## config.mk

```make
export PLATFORM = sky130hd
export DESIGN_NAME = reg_wb_arbiter
export DESIGN_NICKNAME = d
export VERILOG_FILES = /design/src/rtl/reg_wb_arbiter.sv
export SDC_FILE = /design/constraint.sdc
export NUM_CORES = 1
export LEC_CHECK = 0
export BUFFER_PORTS_ARGS = -buffer_cell sky130_fd_sc_hd__clkbuf_2
export CAP_MARGIN = 20
export CORE_UTILIZATION = 52
export CTS_BUF_LIST = sky130_fd_sc_hd__clkbuf_8
export DETAILED_ROUTE_END_ITERATION = 10
export HOLD_SLACK_MARGIN = 0.1
export MAX_ROUTING_LAYER = met4
export PLACE_DENSITY = 0.88
export SKIP_CTS_REPAIR_TIMING = 1
export SYNTH_ARGS = -nofsm -noshare
export SYNTH_HDL_FRONTEND = slang
export SYNTH_SLANG_ARGS = --single-unit
```

## constraint.sdc

```tcl
create_clock -name clk_i -period 3.28 [get_ports clk_i]
set_input_delay 0.328 -clock clk_i [delete_from_list [all_inputs] [get_ports clk_i]]
set_output_delay 0.328 -clock clk_i [all_outputs]
set_load 0.01 [all_outputs]
```

## src/rtl/reg_wb_arbiter.sv

```systemverilog
// Register-file write-port arbiter: pipeline writeback (req 0) vs long-latency unit (req 1),
// with a busy scoreboard for req-1 writes. Define WB_STARVE_GUARD_EN to add the starvation guard.
module reg_wb_arbiter #(
   parameter int MAX_WAIT = 4
) (
   input  logic        clk_i,
   input  logic        rst_i,
   input  logic        wb0_valid_i,
   input  logic [4:0]  wb0_rd_i,
   input  logic [31:0] wb0_data_i,
   input  logic        wb1_valid_i,
   output logic        wb1_ready_o,
   input  logic [4:0]  wb1_rd_i,
   input  logic [31:0] wb1_data_i,
   input  logic        issue_i,
   input  logic [4:0]  issue_rd_i,
   output logic [31:0] busy_o,
   output logic        stall_o,
   output logic        ovr_err_o,
   output logic [4:0]  rsW_o,
   output logic [31:0] dataW_o,
   output logic        RegWEn_o
);

   typedef struct packed {
      logic [4:0]  rd;
      logic [31:0] data;
   } wb_req_t;

   generate
      if (MAX_WAIT < 1 || MAX_WAIT > 15) begin : g_bad_max_wait
         $error("reg_wb_arbiter: MAX_WAIT must be in 1..15");
      end
   endgenerate

   wb_req_t     req0, req1, win;
   logic        grant0, grant1;
   logic        stall_q;
   logic [31:0] busy_q, busy_n;

   assign req0 = '{rd: wb0_rd_i, data: wb0_data_i};
   assign req1 = '{rd: wb1_rd_i, data: wb1_data_i};

   // During a forced slot the pipeline request is dropped outright.
   always_comb begin
      grant0 = wb0_valid_i & ~stall_q;
      grant1 = wb1_valid_i & (stall_q | ~wb0_valid_i) & ~rst_i;
      win    = grant0 ? req0 : req1;
   end

   assign wb1_ready_o = grant1;

   always_ff @(posedge clk_i or posedge rst_i) begin
      if (rst_i) begin
         rsW_o    <= '0;
         dataW_o  <= '0;
         RegWEn_o <= 1'b0;
      end else if (grant0 | grant1) begin
         rsW_o    <= win.rd;
         dataW_o  <= win.data;
         RegWEn_o <= |win.rd;
      end else begin
         RegWEn_o <= 1'b0;
      end
   end

   // Set after clear so a same-cycle issue to the retiring register stays busy.
   always_comb begin
      busy_n = busy_q;
      if (grant1)
         busy_n[wb1_rd_i] = 1'b0;
      if (issue_i && issue_rd_i != 5'd0)
         busy_n[issue_rd_i] = 1'b1;
      busy_n[0] = 1'b0;
   end

   always_ff @(posedge clk_i or posedge rst_i) begin
      if (rst_i) busy_q <= '0;
      else       busy_q <= busy_n;
   end

   assign busy_o = busy_q;

`ifdef WB_STARVE_GUARD_EN
   typedef enum logic {NORMAL, FORCE} state_t;

   state_t     state_q, state_n;
   logic [3:0] wait_q, wait_n;
   logic       ovr_q;

   always_ff @(posedge clk_i or posedge rst_i) begin
      if (rst_i) begin
         state_q <= NORMAL;
         wait_q  <= '0;
         ovr_q   <= 1'b0;
      end else begin
         state_q <= state_n;
         wait_q  <= wait_n;
         ovr_q   <= ovr_q | (stall_q & wb0_valid_i);
      end
   end

   always_comb begin
      state_n = state_q;
      wait_n  = wait_q;
      case (state_q)
         NORMAL: begin
            if (wb1_valid_i && !grant1) begin
               if (wait_q == 4'(MAX_WAIT - 1)) begin
                  state_n = FORCE;
                  wait_n  = '0;
               end else begin
                  wait_n = wait_q + 4'd1;
               end
            end else begin
               wait_n = '0;
            end
         end
         FORCE: begin
            state_n = NORMAL;
            wait_n  = '0;
         end
         default: begin
            state_n = NORMAL;
            wait_n  = '0;
         end
      endcase
   end

   assign stall_q   = (state_q == FORCE);
   assign ovr_err_o = ovr_q;
`else
   assign stall_q   = 1'b0;
   assign ovr_err_o = 1'b0;
`endif

   assign stall_o = stall_q;

endmodule

```

# Word-level counts from Yosys, hierarchy flattened

Cells that the tools add are included.

Magnitude comparators: 4
$mul: 0
Add/subtract/negate cells: 0
Multiplexer cells: 8
Bitwise gates (word level): 8
Shift-type cells: 0
Divide/modulo/power cells: 0
Eq/ne operators: 0
Reductions and logical operators: 5

Operators with widths:

| operator                                                    | number |
|---|---|
| two-way mux 32 bit                                          | 2 |
| two-way mux 37 bit                                          | 1 |
| AND 32 bit                                                  | 1 |
| inverter 32 bit                                             | 1 |
| bitwise OR 32 bit                                           | 1 |
| less-than comparator 5 x 6 -> 1 bit (second input constant) | 2 |
| demux 1 bit (select 5 bit)                                  | 2 |
| >= comparator 5 x 1 -> 1 bit (second input constant)        | 2 |
| nonzero test 5 bit                                          | 1 |
| OR reduction 5 bit                                          | 1 |
| logical AND 1 bit                                           | 3 |
| two-way mux 1 bit                                           | 3 |
| AND 1 bit                                                   | 2 |
| inverter 1 bit                                              | 2 |
| bitwise OR 1 bit                                            | 1 |

Logic and storage cells: 29
Input bits: 84
Output and inout port bits: 73
Memories kept: 0
Bits in registers: 69
Bits in latches: 0
Bits in writable memories: 0
Memory bits (read-only): 0

# Longest topological paths before layout

Gate-level depths: netlist (run 1).

Depth after elaboration: 9
Mapped depth: 5
Gate-level depth less buffers: 3

# Least setup slack after synthesis (run 1)

No wires, ideal clock.

Path type: input port to output port
Start point: input port wb1_valid_i
End point: output port wb1_ready_o
Data required time: 2952 ps
Arrival: 1263 ps
Stages on the path: 4
Path buffers: 2
Setup slack: 1689 ps
Cells stage by stage: nor2b_1 buf_2 clkbuf_1 nor2b_1

Longest elaborated chain between the ends: 2

RTL lines:

| item                   | line | RTL |
|---|---|---|
| from (decl)            | 11   | `input logic wb1_valid_i,` |
| AND 1 bit (2 in a row) | 47   | `grant1 = wb1_valid_i & (stall_q \| ~wb0_valid_i) & ~rst_i;` |
| to (decl)              | 12   | `output logic wb1_ready_o,` |

Every way passes these cells.

# Final worst setup path (run 1)

Start point: input port wb0_valid_i
End point: register busy_q[24] (netlist: busy_o[24])

Longest elaborated chain between the ends: 6

RTL lines:

| item                               | line | RTL |
|---|---|---|
| from (decl)                        | 8    | `input logic wb0_valid_i,` |
| inverter 1 bit (*)                 | 47   |  |
| AND 1 bit (*) (2 in a row)         | 47   |  |
| two-way mux 32 bit (*)             | 70   | `if (grant1)` |
| bitwise OR 32 bit (no source line) | --   |  |
| two-way mux 32 bit (*)             | 72   | `if (issue_i && issue_rd_i != 5'd0)` |
| named net busy_n[24]               | 39   | `logic [31:0] busy_q, busy_n;` |
| to (signal assigned)               | 79   | `else busy_q <= busy_n;` |
| to (decl)                          | 39   |  |

The timed path passes the listed nets; every way through them passes the cells marked *.
A chain may end at the register's enable or synchronous reset.

==> flow_summary.ini, run 1 <==
[timing]
finalHoldViolations = 0
slew_violations = 0
worst_pin_slew_ns = 0.983
setup_viol = 0
skew_ns = 0
relSlewSlack = 0.345
final.setup.tns_ns = 0
period_share = 0.526
rsz0062_at_grt = no
clock.fmax_mhz = 579
min_period_ns = 1.73

[synthesis]
ys_types = 37
synth.avg_cell_area_um2 = 10.6
synth_area_leaders = dfrtp_1, mux2i_1, nor3_1
synth.top_cell.area_share = 0.519
yosys_warnings = 0
synth.largest_area_cell = dfrtp_1
async_flop_share = 1.00
synth_edf_count = 0
syn-cell-area_um2 = 3330
synth_seq_cells = 69
synthCells = 314
synth_flop_cell = dfrtp_1
synth_seq_area_share = 0.519

[layout]
final_common_cell = clkbuf_2
mostFrequentLayoutCells = clkbuf_2, dfrtp_1, nor3_1, mux2i_1, a21oi_1
fin_nets = 540
final_cell_area_um2 = 4360
area_delta_synth_final_pct = 31.1
drive_gt1_frac = 0.386
antenna_cells = 0

[floorplanning]
fp.dieArea_um2 = 6720
io-pin-count = 157
design.core.area_um2 = 6060
start_util = 0.549
die_h_um = 82
chipWidth_um = 82
row_count = 28

[setup_path]
crit_fanout = 82
cp_slowest_cell = or4b_1
reg2reg_depth = 2
end_kind = flip-flop
crit_chain = buf_4, or4b_1, o31ai_1, o21ai_1
startpoint = wb0_valid_i
path_class = input pin to flip-flop
rr_startpoint = rsW_o[1]$_DFFE_PP0P_
crit_required_ns = 3.48
arrival_ns = 1.93
slowest_delay_ns = 0.78
crit_path_start_kind = input pin

[place]
dpl_cell_area_um2 = 4100
place_hpwl_um = 6180
place_congestion = 0.847
port_buffers = 153

[clocking]
clk_path_buf_depth = 2
cts_buffers = 9
clk_pin_slew_ns = 0.07
cts_root_buf = clkbuf_8
cts_tree = yes
htreeDepth = 3
cts_sinks = 69
clk_latency_ns = 0.32

[drt]
avgViaCountPerCell = 5.84
drt_iter0_drc = 192
drc = 0
drt-total-wl_um = 8710
antenna_left = 0
wire_per_inst_um = 16.2
vias = 3128
first_pass_iters = 5

[grt]
grtUsageTotal = 0.268
grt_max_degree = 83
overflow = 0
antenna_found_initial = 0
grt_pass1_vias = 2773
grt_pass1_wl_um = 13000

[pwr]
ir_worst_vdd_mv = 0.384
leakagePower_nw = 2.06
power_density_nw_per_um2 = 562

[status]
outcome = finished clean

[hold_path]
hold_path.class = input pin to async pin

[run]
drv_cap = 0
sequential cells by signal (all words and copies together) (netlist names):
name and flops:
dataW_o 32, RegWEn_o 1, rsW_o 5, busy_o 31
layout make-up:
cell class	instances	area [um2]
Multi-Input combinational cell	215	1470
Tap cell	75	93.8
Clock inverter	3	65.1
Fill cell	445	1700
Inverter	2	7.51
Clock buffer	13	179
Timing Repair Buffer	159	826
Sequential cell	69	1730
kinds of logic after synthesis:
| group | after synthesis | share of synthesized area |
|---|---|---|
| other | 1 | 0.00113 |
| AOI/OAI and AO/OA | 85 | 0.159 |
| and+or+nand+nor | 91 | 0.167 |
| buffers and inverters | 32 | 0.0451 |
| muxes | 36 | 0.109 |
| DFF | 69 | 0.519 |
routing by layer:
layer	vias up	part of all wire	GRT usage
li1	1462	-	-
met1	1494	0.42	0.318
met2	151	0.49	0.431
met3	21	0.069	0.0556
met4	0	0.028	0.139
met5	-	0	-
final timing paths:
path | to | slack [ns]
min in group clk_i | rsW_o[3]$_DFFE_PP0P_ | 0.28
worst max register to register | rsW_o[1]$_DFFE_PP0P_ | 2.36
max in group asynchronous | rsW_o[1]$_DFFE_PP0P_ | 2.47
worst min register to register | busy_o[23]$_DFF_PP0_ | 0.49
worst min-delay path | busy_o[28]$_DFF_PP0_ | 0.11
worst max-delay path | busy_o[24]$_DFF_PP0_ | 1.55
synth_stat cells (2+ instances only):
library cell / number
inv_1: 2
dfrtp_1: 69
and3b_1: 3
or3b_1: 6
nor3b_1: 3
nor2b_1: 3
buf_1: 2
o21ai_0: 5
mux2i_1: 35
o31ai_1: 14
nand3b_1: 9
clkbuf_1: 15
buf_2: 9
nor3_1: 36
a21oi_1: 35
o21ai_1: 11
o2bb2ai_1: 17
nand3_1: 19
buf_4: 3
report_power, final:
group / internal (mW) / switching [mW]
Sequential: 0.996 / 0.0866
Clock: 0.510 / 0.300
Combinational: 0.255 / 0.304
Total: 1.76 / 0.691
critical path: cells and delay by family:
kind	cells	cell delay, ns
AO/OA/AOI/OAI	2	0.40
AND/OR/NAND/NOR	1	0.78
buffers and inverters	1	0.41
metrics by stage:
| stage | utilization | cells | hold slack, ns | power, mW | setup slack (ns) |
|---|---|---|---|---|---|
| final | 0.720 | 536 | 0.108 | 2.45 | 1.55 |
| after global routing | 0.720 | 536 | 0.147 | 2.56 | 1.45 |
| after CTS | 0.717 | 535 | 0.269 | 2.46 | 1.57 |
| after detailed placement | 0.677 | 519 | 0.474 | 1.65 | 1.20 |
| after global placement | 0.677 | 519 | 0.475 | 1.63 | 1.28 |
| after floorplan | - | 316 | 0.503 | 1.39 | 1.21 |
Power figures use the tool's default switching activity.
==> run 2: changes to the inputs <==
--- a/config.mk
+++ b/config.mk
@@ -5,14 +5,15 @@
 export SDC_FILE = /design/constraint.sdc
 export NUM_CORES = 1
 export LEC_CHECK = 0
+export ABC_AREA = 1
 export BUFFER_PORTS_ARGS = -buffer_cell sky130_fd_sc_hd__clkbuf_2
 export CAP_MARGIN = 20
-export CORE_UTILIZATION = 52
+export CORE_UTILIZATION = 43
 export CTS_BUF_LIST = sky130_fd_sc_hd__clkbuf_8
 export DETAILED_ROUTE_END_ITERATION = 10
 export HOLD_SLACK_MARGIN = 0.1
 export MAX_ROUTING_LAYER = met4
-export PLACE_DENSITY = 0.88
+export PLACE_DENSITY = 0.78
 export SKIP_CTS_REPAIR_TIMING = 1
 export SYNTH_ARGS = -nofsm -noshare
 export SYNTH_HDL_FRONTEND = slang
==> constraint.sdc (replaced) <==
create_clock -name clk_i -period 1.4 [get_ports clk_i]
set_input_delay 0.14 -clock clk_i [delete_from_list [all_inputs] [get_ports clk_i]]
set_output_delay 0.14 -clock clk_i [all_outputs]
set_load 0.01 [all_outputs]
==> run 2 against run 1 <==
Net effect:
- sequential power is 140% higher
- clock power is 100% higher
- hold slack got worse by 0.048 ns
- cell area grew 14%
- synthesized area is 0.75% lower
==> flow_summary.ini, run 2 <==
[status]
outcome = finished clean

[clocking]
cts_root_buf = clkbuf_8
clk_path_buf_depth = 2
htreeDepth = 3
clk_latency_ns = 0.33
cts_buffers = 9
clk_pin_slew_ns = 0.08
cts_tree = yes
cts_sinks = 69

[hold_path]
hold_end = dataW_o[0]$_DFFE_PP0P_
worstHoldStart = wb1_data_i[0]
whs_path_depth = 3
hold_path.class = input pin to flip-flop

[timing]
skew_ns = 0
relSlewSlack = 0.435
slew_violations = 0
whs_ns = 0.0602
min_period_ns = 1.36
worst_pin_slew_ns = 0.847
period_share = 0.970
setup_viol = 0
finalHoldViolations = 0
clock.fmax_mhz = 736

[synthesis]
syn-cell-area_um2 = 3300
ys_types = 19
synth.largest_area_cell = dfrtp_1
synth_seq_area_share = 0.523
synthCells = 419
synth.avg_cell_area_um2 = 7.88
synth_edf_count = 0
synth_flop_cell = dfrtp_1
synth.most_common_cell = nand2_1
ys_top_cells_by_count = nand2_1, dfrtp_1, nor2_1
yosys_warnings = 0
synth.top_cell.area_share = 0.523
synth_area_leaders = dfrtp_1, nand2_1, a31oi_1
synth_seq_cells = 69
async_flop_share = 1.00

[pwr]
ir_worst_vdd_mv = 0.624
leakagePower_nw = 2.61
power_density_nw_per_um2 = 1120

[layout]
mostFrequentLayoutCells = nand2_1, clkbuf_2, dfrtp_1, dlygate4sd3_1, nor2_1
regMostFlops = dataW_o
fillers = 553
largest_register_ffs = 32
final_common_cell = nand2_1
fin_nets = 722
final_cell_area_um2 = 4990
area_delta_synth_final_pct = 51.1
drive_gt1_frac = 0.291
finalNonFillerCells = 741
antenna_cells = 0

[place]
place_hpwl_um = 6490
dpl_cell_area_um2 = 4130
port_buffers = 153
dp_cells = 660
place_congestion = 0.857

[floorplanning]
design.core.area_um2 = 7330
start_util = 0.451
row_count = 31
fp.dieArea_um2 = 8040
io-pin-count = 157
die_h_um = 89.6
chipWidth_um = 89.6

[setup_path]
arrival_ns = 1.64
path_class = input pin to flip-flop
reg2reg_depth = 3
crit_fanout = 32
rr_startpoint = dataW_o[4]$_DFFE_PP0P_
crit_required_ns = 1.68
reg2reg_to = dataW_o[4]$_DFFE_PP0P_
startpoint = wb0_valid_i
crit_path_start_kind = input pin
reg2reg_slack_ns = 0.18
end_kind = flip-flop

[drt]
antenna_left = 0
first_pass_iters = 5
avgViaCountPerCell = 5.11
vias = 3783
drt_iter0_drc = 235
drt-total-wl_um = 11300
drc = 0
wire_per_inst_um = 15.2

[grt]
grt_max_degree = 75
grtUsageTotal = 0.230
overflow = 0
antenna_found_initial = 0
grt_pass1_vias = 3007
grt_pass1_wl_um = 13400

[run]
drv_cap = 0
run 2: changes by cell type in the layout (fill, tap and decap cells not counted), sizes merged, moves of 8 or more:
cell | before | now
a21oi | 35 | 0
nand3b | 9 | 0
mux2i | 35 | 0
dlygate4sd3 | 0 | 66
nand2 | 1 | 182
inv | 2 | 23
nor3 | 36 | 12
nor2 | 1 | 45
o31ai | 14 | 0
o2bb2ai | 17 | 0
a31oi | 0 | 36
o21ai | 16 | 8
run 2: worst max-delay path by stage:
stage	to	slack [ns]
floorplan	busy_o[16]$_DFF_PP0_	0.03
global placement	busy_o[25]$_DFF_PP0_	0.22
detailed placement	busy_o[20]$_DFF_PP0_	0.17
CTS	busy_o[2]	0.37
global route	dataW_o[4]$_DFFE_PP0P_	-0.02
finish	dataW_o[4]$_DFFE_PP0P_	0.04
run 2: final cells by class:
| type | count | area [um2] | area share |
|---|---|---|---|
| Clock buffer | 11 | 151 | 0.0303 |
| Multi-Input combinational cell | 308 | 1350 | 0.271 |
| Inverter | 23 | 88.8 | 0.0178 |
| Sequential cell | 69 | 1730 | 0.346 |
| Tap cell | 99 | 124 | 0.0248 |
| Timing Repair Buffer | 227 | 1500 | 0.300 |
| Clock inverter | 4 | 47.5 | 0.00953 |
run 2: critical path, cell delays in order:
cell and delay, ns:
clkbuf_2 0.12, inv_2 0.16, buf_4 0.37, nand2_1 0.10
a31oi_1 0.17, dlygate4sd3_1 0.57
run 2: kinds of logic (layout without fill, tap and decap cells):
family	after synthesis	in the layout	synth area share
simple gates	260	260	0.322
compound gates	45	45	0.0841
buf+inv	44	265	0.0701
other cells	1	3	0.00114
flops	69	69	0.523
run 2: stage by stage:
stage | TNS [ns] | setup slack (ns) | utilization | total power [mW]
5_1_grt | -0.0222 | -0.0222 | 0.681 | 5.91
3_5_place_dp | 0 | 0.166 | 0.563 | 3.84
4_1_cts | 0 | 0.374 | 0.591 | 5.47
6_report | 0 | 0.0415 | 0.681 | 5.60
2_1_floorplan | 0 | 0.0308 | - | 3.21
3_3_place_gp | 0 | 0.222 | 0.563 | 3.80
run 2: layer usage:
metal  global-route usage  share of wire  up-vias
met3               0.0466          0.097       29
met4                0.133          0.026        0
li1                     -              -     1775
met5                    -              0        -
met2                0.380           0.49      215
met1                0.260           0.38     1764
run 2: where the power goes:
group,total [mW],internal [mW],switching (mW)
clock,1.62,0.904,0.712
combinational,1.44,0.635,0.804
sequential,2.55,2.34,0.212
total,5.60,3.88,1.73
